[config.mk]
export PLATFORM = sky130hd
export DESIGN_NAME = ctech_lib_buf_rx_filt
export DESIGN_NICKNAME = d
export VERILOG_FILES = /design/src/rtl/ctech_lib_buf_rx_filt.sv
export SDC_FILE = /design/constraint.sdc
export NUM_CORES = 1
export LEC_CHECK = 0
export CAP_MARGIN = 0
export CORE_AREA = 4 4 60 51
export DETAILED_ROUTE_END_ITERATION = 16
export DIE_AREA = 0 0 64 55
export GPL_ROUTABILITY_DRIVEN = 1
export SLEW_MARGIN = 10
export SYNTH_ARGS = -nofsm -noshare
export SYNTH_HDL_FRONTEND = slang
export SYNTH_SLANG_ARGS = --single-unit
[constraint.sdc]
create_clock -name clk -period 1.7 [get_ports clk]
set_input_delay 0.255 -clock clk [delete_from_list [all_inputs] [get_ports clk]]
set_output_delay 0.255 -clock clk [all_outputs]
set_load 0.02 [all_outputs]
[src/rtl/ctech_lib_buf_rx_filt.sv]
// rtl/ctech_lib_buf_rx_filt.sv - synchronizer, deglitch filter and edge/glitch strobes for a buffered level
module ctech_lib_buf_rx_filt #(
  parameter int   SYNC_STAGES = 2,
  parameter int   FILT_CYCLES = 4,
  parameter logic RST_VAL     = 1'b0
) (
  input  logic       clk,
  input  logic       rst,
  input  logic       a,
  input  logic       en,
  input  logic       clr_cnt,
  output logic       o,
  output logic       o_rise,
  output logic       o_fall,
  output logic       glitch,
  output logic [7:0] glitch_cnt
);

  localparam int CW = (FILT_CYCLES < 1) ? 1 : $clog2(FILT_CYCLES + 1);
  localparam logic [CW-1:0] FILT_Q = CW'(FILT_CYCLES);

  typedef enum logic {
    ST_STABLE  = 1'b0,
    ST_QUALIFY = 1'b1
  } state_t;

  state_t                 r_state;
  state_t                 w_state_nx;
  logic [SYNC_STAGES-1:0] r_sync;
  logic                   w_s;
  logic [CW-1:0]          r_cnt;
  logic [CW-1:0]          w_cnt_nx;
  logic [CW-1:0]          w_cnt_inc;
  logic                   r_o;
  logic                   w_o_nx;
  logic                   r_rise;
  logic                   w_rise_nx;
  logic                   r_fall;
  logic                   w_fall_nx;
  logic                   r_glitch;
  logic                   w_glitch_nx;
  logic [7:0]             r_glitch_cnt;

  assign w_s        = r_sync[SYNC_STAGES-1];
  assign w_cnt_inc  = r_cnt + CW'(1);
  assign o          = r_o;
  assign o_rise     = r_rise;
  assign o_fall     = r_fall;
  assign glitch     = r_glitch;
  assign glitch_cnt = r_glitch_cnt;

  // Metastability chain: a enters at stage 0, the last stage is the usable sample.
  always_ff @(posedge clk or posedge rst) begin
    if (rst) begin
      r_sync <= {SYNC_STAGES{RST_VAL}};
    end else begin
      r_sync <= {r_sync[SYNC_STAGES-2:0], a};
    end
  end

  // Qualification decisions: bypass, flip on a full run of disagreement, or abandon a short run.
  always_comb begin
    w_state_nx  = r_state;
    w_cnt_nx    = r_cnt;
    w_o_nx      = r_o;
    w_rise_nx   = 1'b0;
    w_fall_nx   = 1'b0;
    w_glitch_nx = 1'b0;
    if (!en) begin
      // Bypass also silently drops any run in progress; no glitch is reported for it.
      w_state_nx = ST_STABLE;
      w_cnt_nx   = '0;
      w_o_nx     = w_s;
      w_rise_nx  = w_s & ~r_o;
      w_fall_nx  = ~w_s & r_o;
    end else if (w_s != r_o) begin
      if (w_cnt_inc == FILT_Q) begin
        w_state_nx = ST_STABLE;
        w_cnt_nx   = '0;
        w_o_nx     = ~r_o;
        w_rise_nx  = ~r_o;
        w_fall_nx  = r_o;
      end else begin
        w_state_nx = ST_QUALIFY;
        w_cnt_nx   = w_cnt_inc;
      end
    end else if (r_state == ST_QUALIFY) begin
      w_state_nx  = ST_STABLE;
      w_cnt_nx    = '0;
      w_glitch_nx = 1'b1;
    end
  end

  // Filter state and registered outputs.
  always_ff @(posedge clk or posedge rst) begin
    if (rst) begin
      r_state  <= ST_STABLE;
      r_cnt    <= '0;
      r_o      <= RST_VAL;
      r_rise   <= 1'b0;
      r_fall   <= 1'b0;
      r_glitch <= 1'b0;
    end else begin
      r_state  <= w_state_nx;
      r_cnt    <= w_cnt_nx;
      r_o      <= w_o_nx;
      r_rise   <= w_rise_nx;
      r_fall   <= w_fall_nx;
      r_glitch <= w_glitch_nx;
    end
  end

  // Saturating debug count of glitch strobes; a clear overrides a coincident strobe.
  always_ff @(posedge clk or posedge rst) begin
    if (rst) begin
      r_glitch_cnt <= 8'd0;
    end else if (clr_cnt) begin
      r_glitch_cnt <= 8'd0;
    end else if (r_glitch && (r_glitch_cnt != 8'hFF)) begin
      r_glitch_cnt <= r_glitch_cnt + 8'd1;
    end
  end

endmodule
==> flow_summary.yaml, run 1 <==
worst_setup_path:
  cp-start-kind: "flop"
  critical_path.max_stage_delay_ns: 0.64
  worstPathArrival_ns: 1.38
  path_max_fanout: 7
  worstPathRequired_ns: 1.44
  cp_top_family: "buffers and inverters"
  path_cells: "clkdlybuf4s50_1"
  critPathKind: "reg2out"
  critPathSlowestCell: "clkdlybuf4s50_1"
  cp-end-kind: "output pin"
  crit_buf_inv: 1
die:
  dieWidth_um: 64
  io_pins: 17
  core_area_um2: 2422
  start_util_pct: 39.10
  rows: 16
  die_h_um: 55
  dieArea_um2: 3520
timing:
  setup_viol: 0
  period_share_pct: 96.08
  slew_viol_final: 0
  min_period_ns: 1.633
  fin_skew_ns: 0.001778
  hold_violations: 0
  worst_slew_pin_slew_ns: 0.3654
  rsz0062_at_grt: "false"
  fin_tns_setup_ns: 0
  max_freq_ghz: 0.6123
  maxSlewHeadroom_pct: 75.57
  layout_setup_ws_ns: 0.06671
yosys:
  post_synth.cell_area_avg_um2: 10.52
  yosys_warnings: 0
  ys_types: 33
  synth-seq-cells: 18
  synth_seq_area_share_pct: 47.56
  syn_nets: 100
  syn_inst: 90
  netlist_area_um2: 947.2
drt:
  drt_iter0_markers: 43
  wl_um: 1884
  first_pass_iters: 4
  drc_errors: 0
  wl_per_cell_um: 12.99
  viasPerCell: 5.269
  ant_nets: 0
  vias: 764
cells_and_area:
  syn_to_final_growth_pct: 24.97
  n_antenna_cell: 0
  drive_gt1_share_pct: 11.01
  layout.nets: 121
  final_cell_area_um2: 1184
placed_design:
  placed_area_um2: 1151
  dp_slack_ns: 0.1340
  dp_hpwl_um: 1439
  port_buffers: 16
  place_congestion: 0.7501
global_routing:
  grt_pass1_vias: 691
  grt_pass1_wl_um: 3215
  grt_max_degree: 19
  grt_usage_pct: 11.96
  grt-ovfl-total: 0
  antenna_found_initial: 0
clock_tree:
  htreeDepth: 1
  cts.path.max_buffers: 2
  cts_tree: "built"
  cts_root_buf: "clkbuf_4"
  clk_pin_slew_worst_paths_ns: 0.09
  worstSkewPairLatency_ns: 0.28
  cts_num_sinks: 18
  cts_buffers: 3
pwr:
  p_leak_nw: 0.5861
  p_per_area_nw_per_um2: 657.9
  vdd_ir_drop_max_uv: 439.6
min_path:
  min_path_type: "in2async"
flow_run:
  cap_violations: 0
status:
  status: "completed"
[per-layer routing]
layer / track usage, % / routed length [um] / vias up
met5: 0 / 0 / -
met4: 3.226 / 19 / 0
met3: 5.253 / 163 / 4
met2: 18.70 / 846 / 28
met1: 15.19 / 855 / 362
li1: - / - / 370
[cell usage in the layout (no fill, tap or decap), types with 2 or more instances in the layout]
cell type	n
nand3_1	2
buf_4	2
o21a_1	5
nand4_1	3
nor2b_1	3
ha_1	4
dlymetal6s2s_1	3
nand2b_1	2
a211oi_1	2
dfrtp_1	18
nand2_1	4
and2b_2	2
a31oi_1	3
clkbuf_4	3
inv_1	8
and3_1	5
clkdlybuf4s50_1	13
a21oi_1	2
nor2_1	4
mux2i_1	2
nor3_1	4
[cell usage after synthesis]
library cell / count / share of area [%]
a211oi_1: 2 / 1.6
a21boi_0: 1 / 0.79
a21oi_1: 2 / 1.1
a22oi_1: 1 / 0.79
a311oi_1: 1 / 0.92
a31o_2: 1 / 0.92
a31oi_1: 3 / 2.0
and2b_2: 2 / 1.8
and3_1: 5 / 3.3
and4_1: 1 / 0.92
clkbuf_1: 1 / 0.40
dfrtp_1: 18 / 48
dlymetal6s2s_1: 1 / 1.3
ha_1: 5 / 6.6
inv_1: 8 / 3.2
mux2_2: 1 / 1.2
mux2_4: 1 / 1.6
mux2i_1: 2 / 2.1
nand2_1: 4 / 1.6
nand2b_1: 2 / 1.3
nand3_1: 2 / 1.1
nand4_1: 3 / 2.0
nand4_2: 1 / 1.3
nor2_1: 4 / 1.6
nor2b_1: 3 / 2.0
nor3_1: 4 / 2.1
nor3b_1: 1 / 0.79
nor4_1: 1 / 0.66
nor4b_1: 1 / 0.92
o211ai_1: 1 / 0.79
o21a_1: 5 / 4.0
o32ai_1: 1 / 0.92
xor2_1: 1 / 0.92
[per-stage QoR]
stage	utilization, %	power [mW]	hold slack, ns	cells
final	48.86	0.7787	0.2768	145
after global routing	48.86	0.8222	0.3108	145
after CTS	48.45	0.7905	0.2861	145
after detailed placement	47.52	0.5864	0.3379	142
after global placement	47.52	0.5829	0.3384	142
after floorplan	-	0.5422	0.1936	90
[what timing repair did]
action	in CTS	in global routing
setup buffers	0	0
hold endpoints to repair	0	0
hold buffers	0	0
endpoints found under the setup margin	0	4
gates resized for setup	0	4
[kinds of logic after synthesis]
group	share of synthesized area (%)
simple gates	21.40
compound gates	13.74
flops	47.56
buf+inv	4.887
fa+ha+maj	6.605
mux	4.887
xor+xnor	0.9249
[path summary, 6_finish.rpt]
check / cells after the start / startpoint / to / slack (ns)
worst min-delay path: 3 / rst / glitch_cnt[4] / 0.28
min in group clk: 0 / r_sync[0] / r_sync[1] / 0.36
worst max register to register: 4 / glitch_cnt[0] / glitch_cnt[3] / 0.15
worst max-delay path: 1 / glitch_cnt[5] / glitch_cnt[5] / 0.07
worst min register to register: 0 / r_sync[0] / r_sync[1] / 0.36
max in group asynchronous: 3 / rst / glitch_cnt[5] / 1.24
[where the power goes]
part | total (mW) | switching (mW) | internal, mW
logic | 0.115 | 0.0612 | 0.0541
clock network | 0.202 | 0.120 | 0.0822
registers | 0.461 | 0.0160 | 0.445
[layout make-up]
type	count	area (um2)
clock buffers	3	22.52
fillers	240	1239
inverters	8	30.03
multi-input cells	62	452.9
flip-flops and latches	18	450.4
well taps	36	45.04
repair buffers	18	182.7
[worst reg2reg max path: cells and delay by family, from the launching register on]
| kind | cells | cell delay, ns |
|---|---|---|
| flops | 1 | 0.44 |
| mux | 1 | 0.35 |
| fa+ha+maj | 1 | 0.28 |
| compound gates | 1 | 0.22 |
| simple gates | 1 | 0.15 |
[state kept, by name, indices dropped and copies added, names as in the netlist]
name,flops
r_sync,2
r_state,1
glitch_cnt,8
glitch,1
o_rise,1
o,1
o_fall,1
r_cnt,3
Note: power is estimated with default switching activity, not from simulation.
==> run 2: changes to the inputs <==
- CORE_AREA: 4 4 60 51 -> 4 4 68 58
- DIE_AREA: 0 0 64 55 -> 0 0 72 62
==> run 2 against run 1 <==
Cell count grew 5.5%. Wire length shrank 4.9%. Power grew 19%. Clock power grew 73%. Critical endpoint is now glitch. Largest cell class is now registers.
==> flow_summary.yaml, run 2 (synthesis results as in run 1) <==
die:
  start_util_pct: 28.87
  dieWidth_um: 72
  dieArea_um2: 4464
  core_area_um2: 3281
  rows: 19
  io_pins: 17
  die_h_um: 62
clock_tree:
  cts_hold_buf: 0
  cts_root_buf: "clkbuf_8"
  ctsResizeCount: 0
  htreeDepth: 1
  cts_tree: "built"
  cts_num_sinks: 18
  cts.path.max_buffers: 2
  worstSkewPairLatency_ns: 0.25
  cts_setup_buffers: 0
  cts_buffers: 3
  clk_pin_slew_worst_paths_ns: 0.07
worst_setup_path:
  critical_path.max_stage_delay_ns: 0.66
  crit_buf_inv: 1
  cp_top_family: "buffers and inverters"
  critPathKind: "reg2out"
  critPathSlowestCell: "clkdlybuf4s50_1"
  worstPathRequired_ns: 1.44
  cp-start-kind: "flop"
  worstPathArrival_ns: 1.39
  path_max_fanout: 8
  path_cells: "clkdlybuf4s50_1"
  cp-end-kind: "output pin"
placed_design:
  dp_hpwl_um: 1366
  port_buffers: 16
  placed_area_um2: 1166
  dp_slack_ns: 0.1163
  place_congestion: 0.7826
cells_and_area:
  layout.nets: 122
  layout_commonest_cell: "dfrtp_1"
  largest_reg_flops: 8
  final_cell_mix: "dfrtp_1 (18), clkdlybuf4s50_1 (16), inv_1 (8)"
  multi_input_area_um2: 450.4
  syn_to_final_growth_pct: 28.93
  final_cell_area_um2: 1221
  num-fill-cells: 324
  post-route-util_pct: 37.22
  drive_gt1_share_pct: 11.71
  ff_latch_area_um2: 450.4
  n_antenna_cell: 0
pwr:
  p_per_area_nw_per_um2: 759.7
  vdd_ir_drop_max_uv: 661.6
  p_leak_nw: 0.5538
global_routing:
  grt_max_degree: 19
  grt_usage_pct: 9.151
  grt-ovfl-total: 0
  grt_pass1_wl_um: 3194
  antenna_found_initial: 0
  grt_pass1_vias: 705
timing:
  min_period_ns: 1.644
  worst_slew_pin_slew_ns: 0.3268
  fin_tns_setup_ns: 0
  maxSlewHeadroom_pct: 78.14
  max_freq_ghz: 0.6083
  hold_violations: 0
  fin_skew_ns: 0.003554
  slew_viol_final: 0
  setup_viol: 0
  period_share_pct: 96.71
  layout_setup_ws_ns: 0.05597
  rsz0062_at_grt: "false"
drt:
  vias: 756
  wl_per_cell_um: 11.71
  ant_nets: 0
  drt_iter0_markers: 35
  drc_errors: 0
  viasPerCell: 4.941
  wl_um: 1791
  first_pass_iters: 4
flow_run:
  cap_violations: 0
min_path:
  min_path_type: "in2async"
status:
  status: "completed"
run 2: per-stage QoR:
step	power, mW	hold slack [ns]	std cells
CTS	0.9431	0.3317	153
detailed placement	0.5882	0.3371	149
floorplan	0.5422	0.1936	90
finish	0.9277	0.3160	153
global placement	0.5853	0.3337	149
global route	0.9824	0.3603	153
run 2: cell type report:
cell class	count	share of cell area, %
Sequential cell	18	36.89
Tap cell	42	4.303
Multi-Input combinational cell	62	36.89
Clock buffer	4	4.508
Inverter	8	2.459
Timing Repair Buffer	19	14.96
run 2: report_power, final:
| group | internal (mW) | switching (mW) | total, mW |
|---|---|---|---|
| clock network | 0.206 | 0.144 | 0.350 |
| logic | 0.0555 | 0.0600 | 0.116 |
| registers | 0.446 | 0.0167 | 0.462 |
| total | 0.707 | 0.221 | 0.928 |
run 2: routing by layer:
metal / vias up / wire length, um / track usage (%) / share of wire, %
li1: 374 / - / - / -
met5: - / 0 / 0 / 0
met4: 0 / 12 / 1.609 / 0.67
met2: 19 / 819 / 15.45 / 46
met1: 361 / 825 / 11.64 / 46
met3: 2 / 133 / 3.215 / 7.4
run 2: worst min-delay path, cell delays in order:
cell and delay [ns]:
clkdlybuf4s50_1 0.40, inv_1 0.05, buf_4 0.24
run 2: final timing paths:
| kind | startpoint | end | slack [ns] | cells after the start |
|---|---|---|---|---|
| max | glitch | glitch | 0.06 | 1 |
| max reg2reg | glitch_cnt[0] | glitch_cnt[3] | 0.11 | 4 |
| min in group clk | r_sync[0] | r_sync[1] | 0.35 | 0 |
| max in group asynchronous | rst | glitch_cnt[0] | 1.19 | 3 |
| min reg2reg | r_sync[0] | r_sync[1] | 0.35 | 0 |
| min | rst | r_cnt[2] | 0.32 | 3 |
==> run 3: changes to the inputs <==
- SETUP_SLACK_MARGIN: default -> 0.05
==> run 3 against run 2 <==
Sequential power hardly changed. Hold slack hardly changed. Critical path depth stayed put. Register-to-register slack better by 0.03 ns. Utilization is 0.31 points higher. Wire length is 1.3% higher. Flip-flop and latch count stayed put. Maximum frequency is 3.2% higher. Setup slack better by 0.051 ns. Cell count stayed put. Power hardly changed. Highest routed layer unchanged.
==> flow_summary.yaml, run 3 (synthesis results as in run 1) <==
timing:
  maxSlewHeadroom_pct: 78.29
  setup_viol: 0
  period_share_pct: 93.73
  worst_slew_pin_slew_ns: 0.3245
  slew_viol_final: 0
  min_period_ns: 1.593
  fin_tns_setup_ns: 0
  rsz0062_at_grt: "false"
  max_freq_ghz: 0.6276
  fin_skew_ns: 0.003257
  hold_violations: 0
worst_setup_path:
  r2r_cells: 4
  worstPathArrival_ns: 1.34
  critPathKind: "reg2out"
  r2r-end: "glitch_cnt[3]"
  cp_top_family: "buffers and inverters"
  rr_startpoint: "glitch_cnt[0]"
  cp-start-kind: "flop"
  critPathSlowestCell: "clkdlybuf4s50_1"
  path_max_fanout: 7
  crit_buf_inv: 1
  critical_path.max_stage_delay_ns: 0.64
  path_cells: "clkdlybuf4s50_1"
  r2r_slack_ns: 0.14
  cp-end-kind: "output pin"
  worstPathRequired_ns: 1.44
clock_tree:
  clk_pin_slew_worst_paths_ns: 0.07
  worstSkewPairLatency_ns: 0.25
  cts_buffers: 3
  cts.path.max_buffers: 2
  cts_setup_buffers: 0
  cts_tree: "built"
  htreeDepth: 1
  cts_root_buf: "clkbuf_8"
  cts_num_sinks: 18
die:
  die_h_um: 62
  dieArea_um2: 4464
  dieWidth_um: 72
  start_util_pct: 28.87
  core_area_um2: 3281
  io_pins: 17
  rows: 19
drt:
  first_pass_iters: 4
  wl_um: 1815
  drt_iter0_markers: 37
  wl_per_cell_um: 11.86
  drc_errors: 0
  viasPerCell: 4.987
  ant_nets: 0
  vias: 763
placed_design:
  dp_hpwl_um: 1366
  port_buffers: 16
  placed_area_um2: 1166
  place_congestion: 0.7826
global_routing:
  grt_usage_pct: 9.151
  antenna_found_initial: 0
  grt_max_degree: 19
  grt_pass1_vias: 705
  grt_pass1_wl_um: 3194
  grt-ovfl-total: 0
status:
  status: "completed"
cells_and_area:
  final_cell_area_um2: 1231
  drive_gt1_share_pct: 12.61
  ff_latch_area_um2: 450.4
  layout.nets: 122
  syn_to_final_growth_pct: 29.99
  final_cell_mix: "dfrtp_1 (18), clkdlybuf4s50_1 (13), inv_1 (8)"
  layout_commonest_cell: "dfrtp_1"
  multi_input_area_um2: 452.9
  num-fill-cells: 325
  n_antenna_cell: 0
  largest_reg_flops: 8
min_path:
  min_path_type: "in2async"
pwr:
  vdd_ir_drop_max_uv: 661.8
  p_per_area_nw_per_um2: 753.7
  p_leak_nw: 0.6058
flow_run:
  cap_violations: 0
==> run 3: changes by cell type in the layout (fill, tap and decap cells not counted) <==
cell	delta
clkdlybuf4s50_1	-3
dlymetal6s2s_1	+3
ha_1	-1
ha_2	+1
==> run 3: area by class of cell <==
cell class / instances / area share (%)
Inverter: 8 / 2.439
Multi-Input combinational cell: 62 / 36.79
Timing Repair Buffer: 19 / 15.45
Tap cell: 42 / 4.268
Sequential cell: 18 / 36.59
Clock buffer: 4 / 4.472
==> run 3: timing repair <==
item / CTS / global route
resized for setup: 0 / 4
hold buffers: 0 / 0
setup endpoints to repair: 0 / 4
==> run 3: worst max-delay path by stage <==
| stage | from | end | slack (ns) | depth (start not counted) |
|---|---|---|---|---|
| 2_1_floorplan | glitch_cnt[0] | glitch_cnt[3] | 0.12 | 4 |
| 4_1_cts | glitch | glitch | 0.05 | 1 |
| 5_1_grt | glitch_cnt[0] | glitch_cnt[3] | 0.06 | 4 |
| 3_5_place_dp | glitch_cnt[0] | glitch_cnt[3] | 0.12 | 4 |
| 6_report | glitch_cnt[5] | glitch_cnt[5] | 0.11 | 1 |
| 3_3_place_gp | glitch_cnt[0] | glitch_cnt[3] | 0.20 | 4 |
==> run 3: power by group <==
part           internal (mW)  switching [mW]
sequential             0.446          0.0168
combinational         0.0554          0.0599
clock                  0.206           0.144
total                  0.707           0.221
==> run 3: routing by layer <==
metal	global-route usage, %	vias to the layer above	wire length [um]
met3	3.215	2	123
met1	11.64	368	856
met2	15.45	19	823
met4	1.609	0	12
met5	0	-	0
li1	-	374	-
==> run 3: metrics by stage <==
| stage | utilization, % | hold slack, ns | worst slack (ns) | power [mW] | std cells |
|---|---|---|---|---|---|
| 6_report | 37.53 | 0.3161 | 0.1066 | 0.9279 | 153 |
| 5_1_grt | 37.53 | 0.3603 | 0.06057 | 0.9824 | 153 |
| 4_1_cts | 37.22 | 0.3317 | 0.05500 | 0.9431 | 153 |
| 3_5_place_dp | 35.55 | 0.3371 | 0.1163 | 0.5882 | 149 |
| 3_3_place_gp | 35.55 | 0.3337 | 0.1964 | 0.5853 | 149 |
| 2_1_floorplan | - | 0.1936 | 0.1240 | 0.5422 | 90 |
